==> src/rtl/haze_pkg.sv <==
// Shared definitions for the haze-removal pipeline: pixel width, default raster
// geometry and the five-tap window record handed to the min/max comparator.
package haze_pkg;

  localparam int DATA_W         = 10;
  localparam int LINE_WIDTH_DEF = 640;
  localparam int NUM_LINES_DEF  = 480;
  localparam int COL_W_DEF      = 10;
  localparam int ROW_W_DEF      = 9;
  localparam int WIN_TAPS       = 5;

  // tap1 is the oldest sample, tap5 the newest; col is the column of tap1.
  typedef struct packed {
    logic [DATA_W-1:0]    tap1;
    logic [DATA_W-1:0]    tap2;
    logic [DATA_W-1:0]    tap3;
    logic [DATA_W-1:0]    tap4;
    logic [DATA_W-1:0]    tap5;
    logic [COL_W_DEF-1:0] col;
    logic [ROW_W_DEF-1:0] row;
  } window_t;

  function automatic logic [2:0] fill_step(input logic [2:0] fill);
    return (fill >= 3'(WIN_TAPS)) ? 3'(WIN_TAPS) : fill + 3'd1;
  endfunction

endpackage

==> src/rtl/raster_counter.sv <==
// Column/row tracker for an incoming raster. Classifies each valid beat as taken
// or dropped and flags line end, frame end, frame restart and misplaced sof.
module raster_counter #(
  parameter int LINE_WIDTH = haze_pkg::LINE_WIDTH_DEF,
  parameter int NUM_LINES  = haze_pkg::NUM_LINES_DEF,
  parameter int COL_W      = haze_pkg::COL_W_DEF,
  parameter int ROW_W      = haze_pkg::ROW_W_DEF
) (
  input  logic             clock,
  input  logic             reset,
  input  logic             pix_valid,
  input  logic             sof,
  output logic             take,
  output logic [COL_W-1:0] pix_col,
  output logic [ROW_W-1:0] pix_row,
  output logic             line_end,
  output logic             frame_end,
  output logic             restart,
  output logic             in_frame,
  output logic             sof_err
);
  import haze_pkg::*;

  localparam logic [COL_W-1:0] LAST_COL = COL_W'(LINE_WIDTH - 1);
  localparam logic [ROW_W-1:0] LAST_ROW = ROW_W'(NUM_LINES - 1);

  // col_q/row_q hold the position the next accepted pixel will occupy.
  logic [COL_W-1:0] col_q, col_d;
  logic [ROW_W-1:0] row_q, row_d;
  logic             in_frame_d;
  logic             sof_err_d;

  always_ff @(posedge clock or posedge reset) begin
    if (reset) begin
      col_q    <= '0;
      row_q    <= '0;
      in_frame <= 1'b0;
      sof_err  <= 1'b0;
    end else begin
      col_q    <= col_d;
      row_q    <= row_d;
      in_frame <= in_frame_d;
      sof_err  <= sof_err_d;
    end
  end

  always_comb begin
    take       = 1'b0;
    restart    = 1'b0;
    line_end   = 1'b0;
    frame_end  = 1'b0;
    pix_col    = col_q;
    pix_row    = row_q;
    col_d      = col_q;
    row_d      = row_q;
    in_frame_d = in_frame;
    sof_err_d  = sof_err;
    if (pix_valid && sof) begin
      // sof always wins: the beat becomes column 0 of a fresh frame.
      take       = 1'b1;
      restart    = 1'b1;
      pix_col    = '0;
      pix_row    = '0;
      col_d      = COL_W'(1);
      row_d      = '0;
      in_frame_d = 1'b1;
      if (in_frame && !(col_q == '0 && row_q == '0)) begin
        sof_err_d = 1'b1;
      end
    end else if (pix_valid && in_frame) begin
      take = 1'b1;
      if (col_q == LAST_COL) begin
        line_end = 1'b1;
        col_d    = '0;
        if (row_q == LAST_ROW) begin
          frame_end  = 1'b1;
          row_d      = '0;
          in_frame_d = 1'b0;
        end else begin
          row_d = row_q + ROW_W'(1);
        end
      end else begin
        col_d = col_q + COL_W'(1);
      end
    end
  end

endmodule

==> src/rtl/window5_feeder.sv <==
// Builds in-line five-sample windows from a raster stream and strobes each
// complete window to the 5-input min/max comparator for one cycle.
module window5_feeder #(
  parameter int DATA_W     = haze_pkg::DATA_W,
  parameter int LINE_WIDTH = haze_pkg::LINE_WIDTH_DEF,
  parameter int NUM_LINES  = haze_pkg::NUM_LINES_DEF,
  parameter int COL_W      = haze_pkg::COL_W_DEF,
  parameter int ROW_W      = haze_pkg::ROW_W_DEF
) (
  input  logic              clock,
  input  logic              reset,
  input  logic [DATA_W-1:0] pix_in,
  input  logic              pix_valid,
  input  logic              sof,
  output logic [DATA_W-1:0] tap1,
  output logic [DATA_W-1:0] tap2,
  output logic [DATA_W-1:0] tap3,
  output logic [DATA_W-1:0] tap4,
  output logic [DATA_W-1:0] tap5,
  output logic              Enable,
  output logic [COL_W-1:0]  win_col,
  output logic [ROW_W-1:0]  win_row,
  output logic              frame_done,
  output logic              sof_err
);
  import haze_pkg::*;

  // Handshake: pix_valid is a pure qualifier with no ready; every rising edge with
  // pix_valid high consumes pix_in. Enable is a one-cycle strobe with no ready
  // either; taps, win_col and win_row are only meaningful while it is high.

  logic             take;
  logic             restart;
  logic             line_end;
  logic             frame_end;
  logic             in_frame;
  logic [COL_W-1:0] pix_col;
  logic [ROW_W-1:0] pix_row;
  logic [2:0]       fill_q;
  logic             win_ok;

  raster_counter #(
    .LINE_WIDTH(LINE_WIDTH),
    .NUM_LINES (NUM_LINES),
    .COL_W     (COL_W),
    .ROW_W     (ROW_W)
  ) u_raster (
    .clock    (clock),
    .reset    (reset),
    .pix_valid(pix_valid),
    .sof      (sof),
    .take     (take),
    .pix_col  (pix_col),
    .pix_row  (pix_row),
    .line_end (line_end),
    .frame_end(frame_end),
    .restart  (restart),
    .in_frame (in_frame),
    .sof_err  (sof_err)
  );

  // Four in-line samples already held plus this one make a full window; fill is
  // cleared at each line end so windows never straddle lines.
  assign win_ok = take && !restart && (fill_q >= 3'(WIN_TAPS - 1));

  always_ff @(posedge clock or posedge reset) begin
    if (reset) begin
      tap1       <= '0;
      tap2       <= '0;
      tap3       <= '0;
      tap4       <= '0;
      tap5       <= '0;
      fill_q     <= '0;
      Enable     <= 1'b0;
      win_col    <= '0;
      win_row    <= '0;
      frame_done <= 1'b0;
    end else begin
      Enable     <= win_ok;
      frame_done <= frame_end;
      if (take) begin
        tap1 <= tap2;
        tap2 <= tap3;
        tap3 <= tap4;
        tap4 <= tap5;
        tap5 <= pix_in;
        if (restart) begin
          fill_q <= 3'd1;
        end else if (line_end) begin
          fill_q <= '0;
        end else begin
          fill_q <= fill_step(fill_q);
        end
      end
      if (win_ok) begin
        win_col <= pix_col - COL_W'(WIN_TAPS - 1);
        win_row <= pix_row;
      end
    end
  end

endmodule

==> config.mk <==
export PLATFORM = sky130hd
export DESIGN_NAME = window5_feeder
export DESIGN_NICKNAME = d
export VERILOG_FILES = /design/src/rtl/haze_pkg.sv /design/src/rtl/raster_counter.sv /design/src/rtl/window5_feeder.sv
export SDC_FILE = /design/constraint.sdc
export NUM_CORES = 1
export LEC_CHECK = 0
export ABC_AREA = 1
export CELL_PAD_IN_SITES_DETAIL_PLACEMENT = 1
export CELL_PAD_IN_SITES_GLOBAL_PLACEMENT = 1
export CORE_MARGIN = 2
export CORE_UTILIZATION = 38
export DETAILED_ROUTE_END_ITERATION = 8
export DONT_BUFFER_PORTS = 1
export GPL_ROUTABILITY_DRIVEN = 0
export HOLD_SLACK_MARGIN = 0.06
export PLACE_DENSITY = 0.67
export SYNTH_ARGS = -nofsm -noshare
export SYNTH_HDL_FRONTEND = slang
export SYNTH_SLANG_ARGS = --single-unit
==> constraint.sdc <==
create_clock -name clock -period 4.6 [get_ports clock]
set_clock_uncertainty 0.05 [all_clocks]
set_input_delay 0.92 -clock clock [delete_from_list [all_inputs] [get_ports clock]]
set_output_delay 0.92 -clock clock [all_outputs]
set_load 0.05 [all_outputs]
==> impl_metrics.json <==
{
  "mostFrequentLayoutCells": "240 x nand2_1, 95 x dfrtp_1, 33 x inv_1, 26 x nor2_1, 24 x nand3_1",
  "portBuffers": 0,
  "final_cell_area_um2": 4790,
  "ys_ff_latch": 95,
  "vdd_drop_max_v": 0.000450,
  "ctsHoldBuffers": 0,
  "gr-usage-all-layers": 0.174,
  "vias_per_cell": 5.05,
  "worstReg2RegEnd": "tap4[2]",
  "cp.required_ns": 4.79,
  "status": "completed",
  "cp_cell_sequence": "nand2_4 > nand2_4 > clkinv_1 > buf_4 > nand2_1 > nand2_1",
  "dpl_cell_area_um2": 4520,
  "finalPower_mw": 2.79,
  "wire_per_inst_um": 15.8,
  "synth_cells": 533,
  "crit_arrival_ns": 2.39,
  "p_per_area_nw_per_um2": 582,
  "cts_buffers": 9,
  "ys_seq_area_frac": 0.529,
  "cp-start-kind": "input port",
  "synth_cell_type_count": 35,
  "num_vias": 3391,
  "routed-wl-met2_um": 5000,
  "slew_viol_final": 0,
  "synth.area.top_cells": "dfrtp_1 53%, nand2_1 20%, o21ai_2 2.9%",
  "tightest_slew_ns": 0.858,
  "grt_start_max_net_pins": 68,
  "synth_area_leader_cell": "dfrtp_1",
  "max_clock_freq_mhz": 454,
  "dieArea_um2": 12700,
  "synth_warnings": 0,
  "rr_worst_depth": 6,
  "rsz0062_at_grt": "false",
  "regToRegStartpoint": "u_raster.in_frame",
  "r2r_slack_ns": 2.71,
  "critPathLaunch": "pix_valid",
  "cts_tree": "built",
  "crit_end": "tap4[2]",
  "row_count": 39,
  "hold_class": "reg2reg",
  "max_slew_margin": 0.428,
  "io_pins": 86,
  "drt_first_pass_iters": 4,
  "grt_pass1_vias": 3416,
  "die_h_um": 113,
  "synth_top_area_frac": 0.529,
  "ant_nets": 0,
  "core_area_um2": 11500,
  "clk_latency_ns": 0.35,
  "htree_levels": 3,
  "cts_max_path_buffers": 2,
  "path_clk_slew_ns": 0.07,
  "detailed_place_hpwl_um": 7320,
  "start_util": 0.392,
  "cp_top_family": "simple AND/OR/NAND/NOR gates",
  "antenna_found_initial": 0,
  "syn_area_um2": 4490,
  "wl_met1_um": 4970,
  "top_layer_used": "met4",
  "min_period_ns": 2.20,
  "syn_to_final_growth_pct": 6.72,
  "cp-end-kind": "flop",
  "chipWidth_um": 113,
  "remaining_drc_errors": 0,
  "timing.setup.tns_ns": 0,
  "nets": 545,
  "clock-sinks": 95,
  "met3_length_um": 438,
  "syn_nets": 554,
  "cp_num_cells": 6,
  "slowest_stage": "nand2_4",
  "drt_first_iter_violations": 156,
  "cpPeakStageDelay_ns": 0.60,
  "critPathBufInv": 2,
  "crit_type": "in2reg",
  "wl_um": 10600,
  "cts_resized": 0,
  "setup_viol": 0,
  "final_common_cell": "nand2_1",
  "hold_violations": 0,
  "drive_above_1_share": 0.104,
  "max-cap-violations": 0,
  "avgSynthCellArea_um2": 8.43,
  "antennaDiodeCount": 0,
  "period_share": 0.479,
  "fin_util": 0.418,
  "grt_pass1_wl_um": 17500,
  "post_cts_buffers": 0,
  "p_leak_nw": 2.46,
  "grt.overflow.total": 0,
  "cts-root-buf": "clkbuf_16",
  "critPathMaxFanout": 67
}
[flip-flops by register name, summed over array words and instances (netlist names)]
name and flops:
Enable 1, fill_q 3, frame_done 1, tap1 10
tap2 10, tap3 10, tap4 10, tap5 10
u_raster.col_q 10, u_raster.in_frame 1, u_raster.row_q 9, u_raster.sof_err 1
win_col 10, win_row 9
[metal layers]
layer  global-route usage  vias to the layer above
met3               0.0386                       13
met4               0.0764                        0
met1                0.235                     1673
li1                     -                     1650
met2                0.271                       55
met5                    0                        -
[synth_stat cells, drive strengths merged]
master and count:
nand2 250, dfrtp 95, inv 36, nor2 31, o21ai 31, nand3 27, buf 21, a21oi 7
ha 7, nand4 6, nor3 5, xor2 4, o211ai 3, o22ai 3, clkinv 2, a31oi 1
clkbuf 1, nand3b 1, or2 1, xnor2 1
[cell families (layout without fill, tap and decap cells)]
logic type | Yosys count | in the layout | synth area share
adder cells (fa/ha/maj) | 7 | 7 | 0.0195
AND/OR/NAND/NOR | 321 | 321 | 0.303
AO/OA/AOI/OAI | 45 | 45 | 0.0680
XOR/XNOR | 5 | 5 | 0.00975
flip-flops | 95 | 95 | 0.529
buffers and inverters | 60 | 56 | 0.0699
[cell type report]
class	count	area, um^2
multi-input combinational	378	1800
sequential	95	2380
fill	1391	6680
clock buffer	10	229
inverter	38	149
tap	143	179
timing repair buffer	2	15.0
clock inverter	6	43.8
[worst reg2reg max path, delay by kind of cell (launching register included)]
kind / cells / cell delay [ns]
buffers and inverters: 2 / 0.48
and+or+nand+nor: 4 / 0.85
DFF: 1 / 0.40
[how the worst min path moves through the flow]
stage | start | cells after the start | to | slack, ns
5_1_grt | u_raster.row_q[8] | 2 | u_raster.row_q[8] | 0.51
2_1_floorplan | u_raster.row_q[8] | 2 | u_raster.row_q[8] | 0.42
6_report | u_raster.row_q[8] | 2 | u_raster.row_q[8] | 0.48
3_5_place_dp | u_raster.row_q[8] | 2 | u_raster.row_q[8] | 0.47
3_3_place_gp | u_raster.row_q[8] | 2 | u_raster.row_q[8] | 0.44
4_1_cts | u_raster.row_q[8] | 2 | u_raster.row_q[8] | 0.49
[per-stage QoR]
stage | setup WS (ns) | hold slack, ns | std cells
final | 2.40 | 0.481 | 672
after global routing | 2.20 | 0.508 | 672
after CTS | 2.40 | 0.490 | 672
after detailed placement | 2.02 | 0.474 | 656
after global placement | 2.05 | 0.436 | 656
after floorplan | 1.15 | 0.421 | 533
[power breakdown]
group	leakage (nW)	switching, mW	total, mW	internal [mW]
Clock	0.133	0.328	0.698	0.370
Sequential	1.22	0.679	1.68	0.998
Combinational	1.10	0.270	0.412	0.142
Total	2.46	1.28	2.79	1.51
(Power assumes the default switching activity.)
